## src/rtl/pwm_pkg.sv

```systemverilog
// pwm_pkg: shared types and defaults for the PWM comparator slice.
//   pwm_state_t : controller state (IDLE, ARM, RUN)
//   CNT_W_DEF   : default width of the incoming count and of the duty value
//   PRD_W_DEF   : default width of the completed-period counter
//   DT_CNT_W    : width of the dead-time down-counter (DT range 1..15)
package pwm_pkg;

    localparam int CNT_W_DEF = 8;
    localparam int PRD_W_DEF = 16;
    localparam int DT_CNT_W  = 4;

    typedef enum logic [1:0] {
        ST_IDLE = 2'd0,
        ST_ARM  = 2'd1,
        ST_RUN  = 2'd2
    } pwm_state_t;

endpackage

```

## src/rtl/pwm_dt.sv

```systemverilog
// pwm_dt: dead-time inserter for the complementary PWM pair.
// Every edge of i_raw forces both outputs low for DT clocks before the new
// side is driven; an edge inside the gap restarts the gap. Outputs are
// registered and can never be high together.
// Ports:
//   clk      in   clock, rising edge
//   rst      in   asynchronous active-high reset
//   i_raw    in   gated compare result (high side request)
//   i_act    in   controller is in ARM or RUN (low side allowed)
//   o_pwm_h  out  high-side drive
//   o_pwm_l  out  low-side drive
module pwm_dt
    import pwm_pkg::*;
#(
    parameter int DT = 4
) (
    input  logic clk,
    input  logic rst,
    input  logic i_raw,
    input  logic i_act,
    output logic o_pwm_h,
    output logic o_pwm_l
);

    // The edge cycle itself is the first low cycle, so the counter loads DT-1.
    localparam logic [DT_CNT_W-1:0] DT_LOAD = DT_CNT_W'(DT - 1);

    logic                r_raw;
    logic [DT_CNT_W-1:0] r_cnt;
    logic                r_pwm_h;
    logic                r_pwm_l;

    always_ff @(posedge clk or posedge rst) begin
        if (rst) begin
            r_raw   <= 1'b0;
            r_cnt   <= '0;
            r_pwm_h <= 1'b0;
            r_pwm_l <= 1'b0;
        end else begin
            r_raw <= i_raw;
            if (i_raw != r_raw) begin
                r_cnt   <= DT_LOAD;
                r_pwm_h <= 1'b0;
                r_pwm_l <= 1'b0;
            end else if (r_cnt != '0) begin
                r_cnt   <= r_cnt - 1'b1;
                r_pwm_h <= 1'b0;
                r_pwm_l <= 1'b0;
            end else begin
                r_pwm_h <= i_raw;
                r_pwm_l <= i_act && !i_raw;
            end
        end
    end

    assign o_pwm_h = r_pwm_h;
    assign o_pwm_l = r_pwm_l;

endmodule

```

## src/rtl/pwm_cmp.sv

```systemverilog
// pwm_cmp: compares the upstream free-running count with a duty value and
// drives a registered complementary PWM pair, a per-period strobe and a
// wrapping completed-period counter. Duty arrives over a valid/ready
// handshake into a shadow register that is only applied at a period
// boundary (cnt_i == 0), so a period is never cut short or stretched.
//
// Build option: define PWM_DEADTIME_EN to insert DT clocks of both-low dead
// time on every compare edge (pwm_dt). Without it pwm_l is the complement of
// pwm_h while armed or running and DT is unused apart from its range check.
//
// Ports:
//   clk         in   clock, rising edge
//   rst         in   asynchronous active-high reset
//   cnt_i       in   [CNT_W] count from upstream counter
//   en          in   run request, sampled at period boundaries while running
//   duty        in   [CNT_W] requested duty
//   duty_vld    in   duty valid
//   duty_rdy    out  shadow register free
//   pwm_h       out  high-side PWM
//   pwm_l       out  low-side PWM
//   period_stb  out  one-cycle pulse per completed period
//   prd_cnt     out  [PRD_W] completed periods, wraps
//
// state | meaning
// IDLE  | outputs low, waiting for en
// ARM   | enabled, waiting for the first boundary to start a clean period
// RUN   | comparing phase against the active duty
module pwm_cmp
    import pwm_pkg::*;
#(
    parameter int CNT_W   = CNT_W_DEF,
    parameter bit INC_DEC = 1'b1,
    parameter int DT      = 4,
    parameter int PRD_W   = PRD_W_DEF
) (
    input  logic             clk,
    input  logic             rst,
    input  logic [CNT_W-1:0] cnt_i,
    input  logic             en,
    input  logic [CNT_W-1:0] duty,
    input  logic             duty_vld,
    output logic             duty_rdy,
    output logic             pwm_h,
    output logic             pwm_l,
    output logic             period_stb,
    output logic [PRD_W-1:0] prd_cnt
);

    if (DT < 1 || DT > 15) begin : g_dt_range
        $error("pwm_cmp: DT must be in 1..15");
    end

    pwm_state_t       r_state;
    pwm_state_t       w_state_nxt;
    logic [CNT_W-1:0] r_active;
    logic [CNT_W-1:0] r_shadow;
    logic             r_pending;
    logic             r_stb;
    logic [PRD_W-1:0] r_prd;

    logic [CNT_W-1:0] w_phase;
    logic [CNT_W-1:0] w_active_nxt;
    logic             w_bnd;
    logic             w_hs;
    logic             w_apply;
    logic             w_stb_nxt;
    logic             w_raw;
    logic             w_act;

    // A down-counting source runs 0,255,254,...; negating it gives the same
    // 0..255 ramp as an up-counter, so one comparator serves both builds.
    assign w_phase  = INC_DEC ? cnt_i : ({CNT_W{1'b0}} - cnt_i);
    assign w_bnd    = (cnt_i == '0);
    assign w_hs     = duty_vld && !r_pending;
    assign duty_rdy = !r_pending;

    always_comb begin
        w_state_nxt = r_state;
        w_apply     = 1'b0;
        case (r_state)
            ST_IDLE: begin
                if (en) begin
                    w_state_nxt = ST_ARM;
                end
            end
            ST_ARM: begin
                if (w_bnd) begin
                    w_apply     = 1'b1;
                    w_state_nxt = ST_RUN;
                end
            end
            ST_RUN: begin
                if (w_bnd) begin
                    w_apply = 1'b1;
                    if (!en) begin
                        w_state_nxt = ST_IDLE;
                    end
                end
            end
            default: begin
                w_state_nxt = ST_IDLE;
            end
        endcase
    end

    // The boundary cycle is phase 0 of the new period, so it already compares
    // against the duty being applied on that same edge.
    assign w_active_nxt = (w_apply && r_pending) ? r_shadow : r_active;
    assign w_stb_nxt    = (r_state == ST_RUN) && w_bnd;
    assign w_raw        = (w_state_nxt == ST_RUN) && (w_phase < w_active_nxt);
    assign w_act        = (w_state_nxt != ST_IDLE);

    always_ff @(posedge clk or posedge rst) begin
        if (rst) begin
            r_state   <= ST_IDLE;
            r_active  <= '0;
            r_shadow  <= '0;
            r_pending <= 1'b0;
            r_stb     <= 1'b0;
            r_prd     <= '0;
        end else begin
            r_state  <= w_state_nxt;
            r_active <= w_active_nxt;
            // A write landing on a boundary is held for the next one.
            if (w_hs) begin
                r_shadow  <= duty;
                r_pending <= 1'b1;
            end else if (w_apply) begin
                r_pending <= 1'b0;
            end
            r_stb <= w_stb_nxt;
            if (w_stb_nxt) begin
                r_prd <= r_prd + 1'b1;
            end
        end
    end

    assign period_stb = r_stb;
    assign prd_cnt    = r_prd;

`ifdef PWM_DEADTIME_EN
    pwm_dt #(
        .DT(DT)
    ) u_pwm_dt (
        .clk    (clk),
        .rst    (rst),
        .i_raw  (w_raw),
        .i_act  (w_act),
        .o_pwm_h(pwm_h),
        .o_pwm_l(pwm_l)
    );
`else
    logic r_pwm_h;
    logic r_pwm_l;

    always_ff @(posedge clk or posedge rst) begin
        if (rst) begin
            r_pwm_h <= 1'b0;
            r_pwm_l <= 1'b0;
        end else begin
            r_pwm_h <= w_raw;
            r_pwm_l <= w_act && !w_raw;
        end
    end

    assign pwm_h = r_pwm_h;
    assign pwm_l = r_pwm_l;
`endif

endmodule
```

## config.mk

```make
export PLATFORM = sky130hd
export DESIGN_NAME = pwm_cmp
export DESIGN_NICKNAME = d
export VERILOG_FILES = /design/src/rtl/pwm_pkg.sv /design/src/rtl/pwm_dt.sv /design/src/rtl/pwm_cmp.sv
export SDC_FILE = /design/constraint.sdc
export NUM_CORES = 1
export LEC_CHECK = 0
export CORE_MARGIN = 4
export CORE_UTILIZATION = 50
export DETAILED_ROUTE_END_ITERATION = 16
export DONT_BUFFER_PORTS = 1
export PLACE_DENSITY = 0.68
export SYNTH_ARGS = -nofsm -noshare
export SYNTH_HDL_FRONTEND = slang
export SYNTH_HIERARCHICAL = 1
export SYNTH_SLANG_ARGS = --single-unit
```

## constraint.sdc

```tcl
create_clock -name clk -period 2.2 [get_ports clk]
set_input_delay 0.44 -clock clk [delete_from_list [all_inputs] [get_ports clk]]
set_output_delay 0.44 -clock clk [all_outputs]
set_load 0.05 [all_outputs]
```

==> results.json <==
{
  "status": "complete, but fails checks",
  "violations": "setup timing",
  "tritoncts": "built",
  "max-slew-margin-rel": 0.618,
  "firstDrtPassIters": 4,
  "path_class": "in2reg",
  "cts_sinks": 38,
  "hold_violations": 0,
  "fin_nets": 238,
  "synth_top_area_frac": 0.505,
  "fin_cells": 255,
  "synthArstFlopShare": 1.00,
  "fin_crit_sh": 1.11,
  "netlist_area_um2": 1880,
  "ant_nets": 0,
  "grt_first_pass_wirelength_mm": 7.27,
  "drive_gt1_frac": 0.406,
  "synth_top_family_by_area": "simple AND/OR/NAND/NOR gates",
  "crit_path_start_kind": "input pin",
  "num_io_pins": 40,
  "clockBufferDepth": 2,
  "power_density_nw_per_um2": 776,
  "cap_violations": 0,
  "die_area_um2": 4810,
  "initial_core_util": 0.514,
  "ys_ff_latch": 38,
  "tightest_slew_ps": 574,
  "synth_fa_ha_area_frac": 0.0797,
  "grt_overflow_total": 0,
  "io_buffer_count": 0,
  "wirelength_mm": 4.30,
  "drt_iter0_drc": 65,
  "synth.area.top_cells": "dfrtp_1, ha_1, mux2_2",
  "post-route-util": 0.680,
  "whs_ps": 151,
  "clkLatencyLatePin_ps": 290,
  "area_growth_syn_to_layout_pct": 32.3,
  "synth_cell_types": 35,
  "finClkSkew_ps": 4.34,
  "p_leak_nw": 1.24,
  "vias": 1385,
  "die_w_um": 69.4,
  "grt_pass1_vias": 1533,
  "gp_congestion": 0.842,
  "maxSlewViolCount": 0,
  "hpwl_mm": 3.11,
  "cts_made_buffers": 5,
  "rsz0062_at_grt": "yes",
  "yosys.area_share.simple": 0.138,
  "path_clk_slew_ps": 70,
  "drc_errors": 0,
  "synth_cells": 164,
  "setup_ws_ps": -241,
  "syn_nets": 196,
  "num_rows": 22,
  "die_y_um": 69.4,
  "setup_viol": 2,
  "post-route-min-period_ps": 2440,
  "synth_compound_area_frac": 0.0724,
  "ys.flop_type": "dfrtp_1",
  "synth_warnings": 6,
  "yosysTopAreaCell": "dfrtp_1",
  "crit_fanout": 7,
  "cp-end-kind": "register",
  "cp_data_arrival_time_ps": 2670,
  "grt_max_degree": 39,
  "cp.required_ps": 2430,
  "wl_per_cell_um": 16.9,
  "clock.fmax_ghz": 0.410,
  "synthXorXnorAreaFrac": 0.0698,
  "htree_num_levels": 2,
  "synth-seq-area-share": 0.505,
  "synthTopCellsByCount": "dfrtp_1, inv_1, ha_1, mux2_2, xnor2_1",
  "postSynthAreaPerCell_um2": 11.5,
  "viasPerCell": 5.43,
  "place_inst": 240,
  "grt_antenna_before_repair": 0,
  "pre_cts_ws_ps": -493,
  "n_fill_cell": 274,
  "core-area_um2": 3660,
  "synth-edff-count": 0,
  "synthMuxAreaShare": 0.0990,
  "root_buffer": "clkbuf_8",
  "diodes": 0,
  "hold_class": "in2async",
  "placed_area_um2": 2170,
  "irDropWorstVdd_v": 0.000365,
  "cts_hold_buf": 0,
  "post-route-cell-area_um2": 2490,
  "synth_most_common_cell": "dfrtp_1",
  "grt_use_total": 0.190
}
-- layer usage --
| layer | GRT usage | wire (µm) |
|---|---|---|
| met2 | 0.325 | 2240 |
| met5 | 0 | 0 |
| met4 | 0.0672 | 123 |
| met1 | 0.226 | 1730 |
| met3 | 0.0580 | 205 |
-- state kept, by name, summed over array words and instances (netlist names) --
signal / flops
prd_cnt: 16
r_active: 8
r_shadow: 8
r_state: 2
period_stb: 1
pwm_h: 1
pwm_l: 1
r_pending: 1
-- worst paths after layout --
path                            cells after the start        start          end  slack [ps]
worst min register to register                      2  r_active[4]  r_active[4]         500
worst min-delay path                                2          rst  r_active[2]         150
max in group asynchronous                           2          rst   prd_cnt[1]        1720
worst max-delay path                               11     cnt_i[3]        pwm_h        -240
min in group clk                                    1     duty_vld    r_pending         270
worst max register to register                     12   r_state[0]        pwm_h        -230
-- layout by cell type, fill, tap and decap left out, types with 2 or more instances in the layout --
cell,netlist,routed
nand3_1,4,4
bufinv_16,0,2
nor4_1,2,2
ha_4,0,4
clkbuf_8,0,6
dfrtp_1,38,38
inv_2,3,5
nand4_1,5,5
or4_4,2,2
a311oi_2,0,2
o21a_1,3,3
xor2_1,5,5
o21ai_1,2,2
buf_4,0,36
xnor2_1,10,10
a21oi_2,0,2
nor2b_1,2,2
mux2_2,12,10
o21ai_2,0,2
inv_1,14,12
and3_1,6,6
ha_1,12,8
mux2i_1,4,2
mux2_4,0,2
nor2_1,6,6
nand2_1,8,7
a21oi_1,6,4
-- stage by stage --
stage | setup TNS (ps) | total power, mW
after floorplan | -709 | 0.992
after global placement | -783 | 1.09
after detailed placement | -954 | 1.11
after CTS | -347 | 1.90
after global routing | -605 | 2.02
final | -447 | 1.93
-- layout make-up --
cell class,instances,area (µm²),share of cell area
clock inverter,2,60.1,0.0241
tap,48,60.1,0.0241
multi-input combinational,108,1000,0.403
inverter,17,63.8,0.0256
clock buffer,6,82.6,0.0331
sequential,38,951,0.382
timing repair buffer,36,270,0.108
-- worst max-delay path, cell delays in order --
cell and delay (ps):
or4_4 540, nor2_4 180, nand2_8 100, mux2_4 320, inv_2 70, ha_4 200
a21oi_2 110, o21a_1 160, nand2_2 100, o31ai_4 260, and3_1 180
-- where the power goes --
| group | internal (mW) | leakage, nW | switching (mW) |
|---|---|---|---|
| logic | 0.194 | 0.667 | 0.185 |
| registers | 0.752 | 0.497 | 0.0680 |
| clock network | 0.484 | 0.0714 | 0.250 |
| total | 1.43 | 1.24 | 0.503 |
-- kinds of logic (layout without fill, tap and decap cells) --
group,after synthesis,in the layout
AO/OA/AOI/OAI,21,21
flip-flops,38,38
XOR/XNOR,15,15
buffers and inverters,18,61
adder cells (fa/ha/maj),12,12
multiplexers,17,17
AND/OR/NAND/NOR,43,43
-- repair_timing --
item / 4_1_cts / 5_1_grt
resized for setup: 13 / 11
pin swaps: 7 / 11
endpoints found under the setup margin: 2 / 2
buffers inserted: 3 / 4
cloned: 0 / 0
Power figures use the tool's default switching activity.
